File: config.mk
export PLATFORM = sky130hd
export DESIGN_NAME = rx_control_module
export DESIGN_NICKNAME = d
export VERILOG_FILES = /design/src/rtl/rx_control_module.sv
export SDC_FILE = /design/constraint.sdc
export NUM_CORES = 1
export LEC_CHECK = 0
export BUFFER_PORTS_ARGS = -buffer_cell sky130_fd_sc_hd__buf_2
export CORE_MARGIN = 2
export CORE_UTILIZATION = 30
export CTS_CLUSTER_DIAMETER = 200
export DETAILED_ROUTE_END_ITERATION = 10
export HOLD_SLACK_MARGIN = 0.02
export SYNTH_ARGS = -nofsm -noshare
export SYNTH_HDL_FRONTEND = slang
export SYNTH_SLANG_ARGS = --single-unit
File: constraint.sdc
create_clock -name CLK -period 5.8 [get_ports CLK]
set_input_delay 0.58 -clock CLK [delete_from_list [all_inputs] [get_ports CLK]]
set_output_delay 0.58 -clock CLK [all_outputs]
set_load 0.005 [all_outputs]
File: src/rtl/rx_control_module.sv
`default_nettype none
// ============================================================================
//  Module   : rx_control_module
//  Purpose  : UART receive controller. Starts a frame on a start-edge pulse,
//             confirms the start bit at mid-bit, samples eight data bits
//             LSB first and one stop bit, then publishes the byte or flags
//             a framing error.
//  Ports    : CLK           - system clock, rising edge
//             RSTn          - asynchronous active-low reset
//             H2L_Sig       - one-cycle start-edge pulse from the edge detector
//             RX_Pin_In     - RX line level, synchronised to CLK
//             RX_En_Sig     - receive enable
//             RX_Data       - last correctly received byte
//             RX_Done_Sig   - one-cycle pulse, new byte on RX_Data
//             Frame_Err_Sig - one-cycle pulse, stop bit sampled low
//             Busy_Sig      - high while a frame is in progress
//  Revision : 1.0 - initial release
// ============================================================================
module rx_control_module #(
    parameter int CLKS_PER_BIT = 434
) (
    input  logic       CLK,
    input  logic       RSTn,
    input  logic       H2L_Sig,
    input  logic       RX_Pin_In,
    input  logic       RX_En_Sig,
    output logic [7:0] RX_Data,
    output logic       RX_Done_Sig,
    output logic       Frame_Err_Sig,
    output logic       Busy_Sig
);

    localparam logic [1:0] c_ST_IDLE  = 2'd0;
    localparam logic [1:0] c_ST_START = 2'd1;
    localparam logic [1:0] c_ST_DATA  = 2'd2;
    localparam logic [1:0] c_ST_STOP  = 2'd3;

    // The start bit is checked half a bit in; the counter starts one cycle
    // after the edge pulse, so mid-bit is reached at HALF-1.
    localparam logic [15:0] c_HALF_M1 = 16'(CLKS_PER_BIT / 2 - 1);
    localparam logic [15:0] c_BIT_M1  = 16'(CLKS_PER_BIT - 1);

    logic [1:0]  r_state;
    logic [1:0]  w_next_state;
    logic [15:0] r_cnt;
    logic [2:0]  r_bit_cnt;
    logic [7:0]  r_shift;
    logic [7:0]  r_data;
    logic        r_done;
    logic        r_err;

    logic        w_sample;
    logic        w_shift_en;
    logic        w_done_set;
    logic        w_err_set;

    // State register
    always_ff @(posedge CLK or negedge RSTn) begin
        if (!RSTn) begin
            r_state <= c_ST_IDLE;
        end else begin
            r_state <= w_next_state;
        end
    end

    // Next-state and sample-point decode. Dropping the enable aborts any
    // frame in progress before a sample can take effect.
    always_comb begin
        w_next_state = r_state;
        w_sample     = 1'b0;
        w_shift_en   = 1'b0;
        w_done_set   = 1'b0;
        w_err_set    = 1'b0;
        case (r_state)
            c_ST_IDLE: begin
                if (H2L_Sig && RX_En_Sig) begin
                    w_next_state = c_ST_START;
                end
            end
            c_ST_START: begin
                if (!RX_En_Sig) begin
                    w_next_state = c_ST_IDLE;
                end else if (r_cnt == c_HALF_M1) begin
                    w_sample     = 1'b1;
                    // A high line at mid start bit is a glitch, not a frame.
                    w_next_state = RX_Pin_In ? c_ST_IDLE : c_ST_DATA;
                end
            end
            c_ST_DATA: begin
                if (!RX_En_Sig) begin
                    w_next_state = c_ST_IDLE;
                end else if (r_cnt == c_BIT_M1) begin
                    w_sample   = 1'b1;
                    w_shift_en = 1'b1;
                    if (r_bit_cnt == 3'd7) begin
                        w_next_state = c_ST_STOP;
                    end
                end
            end
            c_ST_STOP: begin
                if (!RX_En_Sig) begin
                    w_next_state = c_ST_IDLE;
                end else if (r_cnt == c_BIT_M1) begin
                    w_sample     = 1'b1;
                    w_next_state = c_ST_IDLE;
                    w_done_set   = RX_Pin_In;
                    w_err_set    = ~RX_Pin_In;
                end
            end
            default: begin
                w_next_state = c_ST_IDLE;
            end
        endcase
    end

    // Bit timing, data path and output pulses
    always_ff @(posedge CLK or negedge RSTn) begin
        if (!RSTn) begin
            r_cnt     <= 16'd0;
            r_bit_cnt <= 3'd0;
            r_shift   <= 8'h00;
            r_data    <= 8'h00;
            r_done    <= 1'b0;
            r_err     <= 1'b0;
        end else begin
            if ((w_next_state != r_state) || w_sample) begin
                r_cnt <= 16'd0;
            end else if (r_state != c_ST_IDLE) begin
                r_cnt <= r_cnt + 16'd1;
            end

            if (r_state != c_ST_DATA) begin
                r_bit_cnt <= 3'd0;
            end else if (w_shift_en) begin
                r_bit_cnt <= r_bit_cnt + 3'd1;
            end

            if (w_shift_en) begin
                r_shift <= {RX_Pin_In, r_shift[7:1]};
            end

            if (w_done_set) begin
                r_data <= r_shift;
            end

            r_done <= w_done_set;
            r_err  <= w_err_set;
        end
    end

    assign RX_Data       = r_data;
    assign RX_Done_Sig   = r_done;
    assign Frame_Err_Sig = r_err;
    assign Busy_Sig      = (r_state != c_ST_IDLE);

endmodule
`default_nettype wire
==> results of run 1 <==
[worst max-delay path, cell delays in order (launching register included)]
cell	delay [ns]
dfrtp_1	0.47
nor4_4	0.41
nand4_1	0.25
a32oi_2	0.82
a221oi_1	0.21
[Yosys cell counts (all sizes together) (4+ instances only)]
library cell   n
nand2          7
mux2          16
nor3           6
buf            4
ha             5
xnor2          9
a211oi        12
nor2           4
a221oi         4
inv           10
a21oi          4
nor4           4
nand3          9
dfrtp         39
o21ai          7
nand4          4
[worst min path at each step]
stage / from / to / slack [ns] / cells after the start
2_1_floorplan: RSTn / Frame_Err_Sig$_DFF_PN0_ / 0.28 / 0
3_3_place_gp: RX_Data[3]$_DFFE_PN0P_ / RX_Data[3]$_DFFE_PN0P_ / 0.48 / 1
3_5_place_dp: RX_Data[0]$_DFFE_PN0P_ / RX_Data[0]$_DFFE_PN0P_ / 0.49 / 1
4_1_cts: RSTn / RX_Data[0]$_DFFE_PN0P_ / 0.42 / 1
6_report: RSTn / RX_Data[0]$_DFFE_PN0P_ / 0.39 / 1
5_1_grt: RSTn / RX_Data[0]$_DFFE_PN0P_ / 0.46 / 1
[state kept, by name, summed over array words and instances (netlist names)]
register / cells
Frame_Err_Sig: 1
r_bit_cnt: 3
RX_Data: 8
r_shift: 8
r_cnt: 16
RX_Done_Sig: 1
r_state: 2
[power groups by stage]
stage	Clock [µW]	Combinational, µW	Sequential [µW]
after floorplan	0	28.1	286
after global placement	0	37.6	290
after global routing	244	42.8	285
after detailed placement	0	37.0	290
final	227	37.3	284
after CTS	235	37.9	284
[per-layer routing]
metal	routed length, µm	up-vias	track usage	share of wire
li1	-	665	-	-
met1	1930	679	0.152	0.51
met2	1740	12	0.162	0.46
met3	75	5	0.0171	0.020
met4	53	0	0.0426	0.014
met5	0	-	0	0
[kinds of logic (layout without fill, tap and decap cells)]
kind of cell             Yosys count  after routing
AO/OA/AOI/OAI                     35             35
XOR/XNOR                          12             12
adder cells (fa/ha/maj)            5              5
buffers and inverters             15             33
flip-flops                        39             39
multiplexers                      16             16
AND/OR/NAND/NOR                   47             47
[metrics by stage]
stage	worst slack, ns	cell area [µm²]	utilization	power (µW)
2_1_floorplan	3.93	2040	-	314
3_3_place_gp	3.56	2160	0.324	327
3_5_place_dp	3.48	2160	0.324	327
4_1_cts	3.46	2280	0.341	557
5_1_grt	3.26	2280	0.341	572
6_report	3.47	2280	0.341	549
[cell type report]
class | instances | area share
Tap cell | 80 | 0.0440
Inverter | 10 | 0.0165
Clock inverter | 3 | 0.0192
Clock buffer | 5 | 0.0302
Timing Repair Buffer | 15 | 0.0330
Multi-Input combinational cell | 115 | 0.429
Sequential cell | 39 | 0.429
==> metrics.md, run 1 <==
| Metric | Value |
|---|---|
| Commonest non-fill, non-tap cell in the layout | dfrtp_1 |
| Hold Path Class | input pin to asynchronous set/reset pin |
| Area share of and/or/nand/nor cells after synthesis | 0.166 |
| Syn Nets | 179 |
| Final ANT Viol Nets | 0 |
| Setup violators final | 0 |
| CP max FO | 17 |
| Area delta synth->final | 11.5% |
| Post-synthesis sequential area ratio | 0.478 |
| Clk Latency, worst-skew pair | 0.29 ns |
| Fillers | ~660 |
| Num CTS Buffers | 5 |
| Worst endpoint data arrival time | 2.45 ns |
| Multi-input gate area | 976 µm² |
| Final #Nets | 196 |
| Reg power frac | 0.518 |
| Syn. warnings | 0 |
| FF+latch count, synth | 39 |
| RR Endpoint | r_cnt[15]$_DFFE_PN0P_ |
| Switching share of power | 0.241 |
| CTS H-Tree Depth | 2 |
| Top cells by area, synth | dfrtp_1 (48%), mux2_2 (8.8%), a211oi_1 (4.4%), xnor2_1 (3.9%), ha_1 (3.1%) |
| Final min period | 2.33 ns |
| FF+latch area | roughly 1000 µm² |
| Share of the synthesized area in the top cell type | 0.478 |
| Setup CP Type | flop to flop |
| Vias in the first global route | 1352 |
| CP startpoint | r_cnt[2]$_DFFE_PN0P_ |
| Largest net degree at the start of global routing | 40 |
| Share of post-route cells with drive strength above 1 | 0.289 |
| CP startpoint kind | flop |
| Outcome | finished, final reports clean |
| Worst IR Drop VDD | between 0.00008 and 0.00009 V |
| Mux cell area share after synthesis | 0.0882 |
| Die width | slightly below 90 µm |
| Least-Margin Pin Slew | 0.912 ns |
| Rel. slew slack | 0.392 |
| # clock sinks | 39 |
| Iter 0 DRT Violations | 54 |
| Max clock buf depth | 2 |
| Hold Buf Count CTS | 0 |
| RSZ-0062 raised after global routing | false |
| Slew Viols, Final | 0 |
| DR vias | 1361 |
| Synth area leader | dfrtp_1 |
| Crit path to | r_cnt[15]$_DFFE_PN0P_ |
| Cell Area, Synth | 2040 µm² |
| Pwr Density | 241 nW/µm² |
| Post-Synthesis Cells | between 150 and 200 |
| Post-Synth XOR/XNOR Area | 0.0515 |
| Critical R2R Launch | r_cnt[2]$_DFFE_PN0P_ |
| Cell Count, Final, Fillers Out | 267 |
| Worst reg2reg path depth | 4 |
| Setup bufs post-CTS | 0 |
| Clock network power share | 0.414 |
| Io pins | 16 |
| WP data required | 5.92 ns |
| Die area | 7480 µm² |
| Drt pass-1 iters | 4 |
| Total Routing Usage GR | 0.107 |
| Placer Congestion | roughly 0.8 |
| Post-CTS sizing | 0 |
| P_leak | 0.000983 µW |
| Placed cells | 259 |
| Vias per cell | ~5.1 |
| CP endpoint kind | flop |
| Compound-Gate Fraction of Synth Area | 0.142 |
| Primary FF master, synth | dfrtp_1 |
| Adder-Cell Fraction of Synth Area | 0.0306 |
| Inserted Diodes | 0 |
| Setup TNS | 0 ns |
| Initial Utilization | 0.306 |
| Post-synth EDFFs | 0 |
| Comb power frac | 0.068 |
| Average size of a mapped cell | 12.1 µm² |
| Reg clk slew, reported paths | 0.08 ns |
| Die H | 86.5 µm |
| Cell variety after synth | between 40 and 50 |
| Most frequent cells in the layout | dfrtp_1 (39), mux2_2 (16), buf_2 (15) |
| Largest family of logic cells by synthesized area | simple AND/OR/NAND/NOR gates |
| R2r setup slk | around 3.5 ns |
| Initial antenna violation count | 0 |
| Tcrit/Tclk final | 0.402 |
| CTS tree | yes |
| I/O Buffers | 15 |
| Async SR Flop Fraction | 1.00 |
| Internal Power | 417 µW |
| Max Fclk | 429 MHz |
| Site Rows | 30 |
| First-pass GRT wire length | 6.49 mm |
| Final WL | 3.80 mm |
| Skew final | 0.00685 ns |
| Max-Cap Viols | 0 |
| Residual DRC | 0 |
| DP HPWL | roughly 2.6 mm |
| Net Switching | 132 µW |
| Worst hold slack | 0.392 ns |
| Hold Vio Cnt, Final | 0 |
| Core area | around 6700 µm² |
| GR Overflow Total | 0 |
| Drt wl/cell | 14.2 µm |
| Clock root cell | clkbuf_8 |
Power figures use the tool's default switching activity.
==> run 2: changes to the inputs <==
- clock period: 5.8 -> 1.9 ns (I/O delays scaled with it)
==> metrics.md, run 2 (synthesized netlist as in run 1, its figures left out) <==
| Metric | Value |
|---|---|
| Buf+Inv Stages, Crit Path | 0 |
| CP max FO | 4 |
| Setup violators final | 0 |
| WP depth | 5 |
| Top reg by flops | r_cnt |
| Area delta synth->final | 23.9% |
| Fillers | 644 |
| Die area | 7480 µm² |
| Worst IR Drop VDD | 0.000197 V |
| Initial antenna violation count | 0 |
| WP data required | roughly 2.1 ns |
| Iter 0 DRT Violations | 80 |
| Inserted Diodes | 0 |
| Max Fclk | 530 MHz |
| Vias per cell | 5.01 |
| Pwr Density | 628 nW/µm² |
| Least-Margin Pin Slew | just over 0.5 ns |
| Skew final | between 0.008 and 0.009 ns |
| CP endpoint kind | flop |
| Initial Utilization | 0.306 |
| Slew Viols, Final | 0 |
| Crit-path slowest cell | or4_4 |
| DP HPWL | around 2.8 mm |
| RSZ-0062 raised after global routing | true |
| Net Switching | 424 µW |
| Hold Vio Cnt, Final | 0 |
| Crit-path cells | ha_2 > o2111ai_4 > or4_4 > or3_1 > a221oi_2 |
| Setup TNS | 0 ns |
| Setup CP Type | flop to flop |
| Core area | 6680 µm² |
| Clk Latency, worst-skew pair | about 0.3 ns |
| Largest net degree at the start of global routing | 40 |
| Crit-path leading delay family | simple AND/OR/NAND/NOR gates |
| Commonest non-fill, non-tap cell in the layout | dfrtp_1 |
| Comb power frac | 0.100 |
| Critical R2R Launch | r_cnt[1]$_DFFE_PN0P_ |
| Max FFs per register | 16 |
| Final WL | ~4.0 mm |
| Internal Power | 1160 µW |
| First-pass GRT wire length | 7.16 mm |
| Outcome | finished, final reports clean |
| Switching share of power | 0.267 |
| Max clock buf depth | 2 |
| R2r setup slk | about 0.013 ns |
| Tcrit/Tclk final | 0.993 |
| Drt pass-1 iters | 4 |
| Crit path to | r_cnt[14]$_DFFE_PN0P_ |
| Placed cells | about 280 |
| Reg clk slew, reported paths | 0.09 ns |
| Site Rows | 30 |
| Clock root cell | clkbuf_8 |
| Final min period | 1.89 ns |
| Cell Count, Final, Fillers Out | 295 |
| Final ANT Viol Nets | 0 |
| Worst reg2reg path depth | 5 |
| P_leak | around 0.0011 µW |
| Rel. slew slack | 0.664 |
| GR Overflow Total | 0 |
| Max-Cap Viols | 0 |
| CP peak stage delay | about 0.45 ns |
| I/O Buffers | 15 |
| Reg power frac | 0.543 |
| Hold Path Class | input pin to flop |
| Io pins | 16 |
| DR vias | 1477 |
| # clock sinks | 39 |
| Final #Nets | about 220 |
| Die width | 86.5 µm |
| Share of post-route cells with drive strength above 1 | 0.391 |
| CTS H-Tree Depth | 2 |
| Placer Congestion | between 0.8 and 0.9 |
| Residual DRC | 0 |
| Worst endpoint data arrival time | between 2 and 2.5 ns |
| CP startpoint kind | flop |
| CTS tree | yes |
| Vias in the first global route | 1471 |
| Die H | 86.5 µm |
| Drt wl/cell | 13.7 µm |
| Power Total | about 1600 µW |
| Most frequent cells in the layout | dfrtp_1 (39), buf_4 (23), mux2_2 (16) |
| Clock network power share | 0.357 |
| CP startpoint | r_cnt[1]$_DFFE_PN0P_ |
| Total Routing Usage GR | 0.118 |
| RR Endpoint | r_cnt[14]$_DFFE_PN0P_ |
| Num CTS Buffers | 5 |
[run 2: changes by cell type in the layout (fill, tap and decap cells not counted)]
cell           change
buf_4             +23
buf_12             +3
a221oi_1           -2
a221oi_2           +2
clkinvlp_4         +2
buf_6              +1
bufinv_16          -1
clkinv_4           -1
dlygate4sd3_1      +1
ha_1               -1
ha_2               +1
nand3_2            -1
nand3_4            +1
[run 2: metal layers]
metal  GRT usage  part of all wire  vias to the layer above
met5           0                 0                        -
met4      0.0384             0.011                        0
met3      0.0171             0.018                        5
met2       0.186              0.46                       15
met1       0.166              0.51                      724
li1            -                 -                      733
[run 2: layout make-up]
| cell class | count | area [µm²] | share of cell area |
|---|---|---|---|
| Tap cell | 80 | 100 | 0.0396 |
| Timing Repair Buffer | 43 | 329 | 0.130 |
| Clock inverter | 3 | 20.0 | 0.00791 |
| Sequential cell | 39 | 976 | 0.386 |
| Clock buffer | 5 | 68.8 | 0.0272 |
| Multi-Input combinational cell | 115 | 998 | 0.395 |
| Inverter | 10 | 37.5 | 0.0148 |
[run 2: how the worst min path moves through the flow]
| stage | startpoint | endpoint | slack [ns] | cells past startpoint |
|---|---|---|---|---|
| after CTS | RX_Pin_In | Frame_Err_Sig$_DFF_PN0_ | 0.1 | 2 |
| after global routing | RX_Pin_In | Frame_Err_Sig$_DFF_PN0_ | 0.14 | 2 |
| after global placement | RSTn | r_bit_cnt[1]$_DFFE_PN0P_ | 0.28 | 2 |
| after detailed placement | RSTn | r_bit_cnt[1]$_DFFE_PN0P_ | 0.28 | 2 |
| after floorplan | RSTn | Frame_Err_Sig$_DFF_PN0_ | -0.11 | 0 |
| final | RX_Pin_In | Frame_Err_Sig$_DFF_PN0_ | 0.12 | 2 |
[run 2: power groups by stage]
stage | combinational [µW] | clock [µW] | sequential, µW
2_1_floorplan | 85.6 | 0 | 872
3_3_place_gp | 148 | 0 | 877
3_5_place_dp | 147 | 0 | 878
4_1_cts | 151 | 584 | 862
5_1_grt | 179 | 618 | 865
6_report | 159 | 567 | 863
[run 2: through the flow]
step | utilization | setup slack (ns) | instance area (µm²) | hold WS (ns)
detailed placement | 0.358 | 0.0316 | 2390 | 0.284
CTS | 0.372 | 0.00311 | 2490 | 0.0954
global route | 0.379 | -0.0266 | 2530 | 0.140
floorplan | - | 0.0268 | 2040 | -0.106
finish | 0.379 | 0.0130 | 2530 | 0.116
global placement | 0.358 | 0.0547 | 2390 | 0.279
[run 2: what timing repair did]
action | 4_1_cts | 5_1_grt
gates resized for setup | 0 | 5
buffers inserted | 0 | 2
hold buffers | 1 | 0
setup endpoints to repair | 0 | 21
endpoints found under the hold margin | 39 | 0
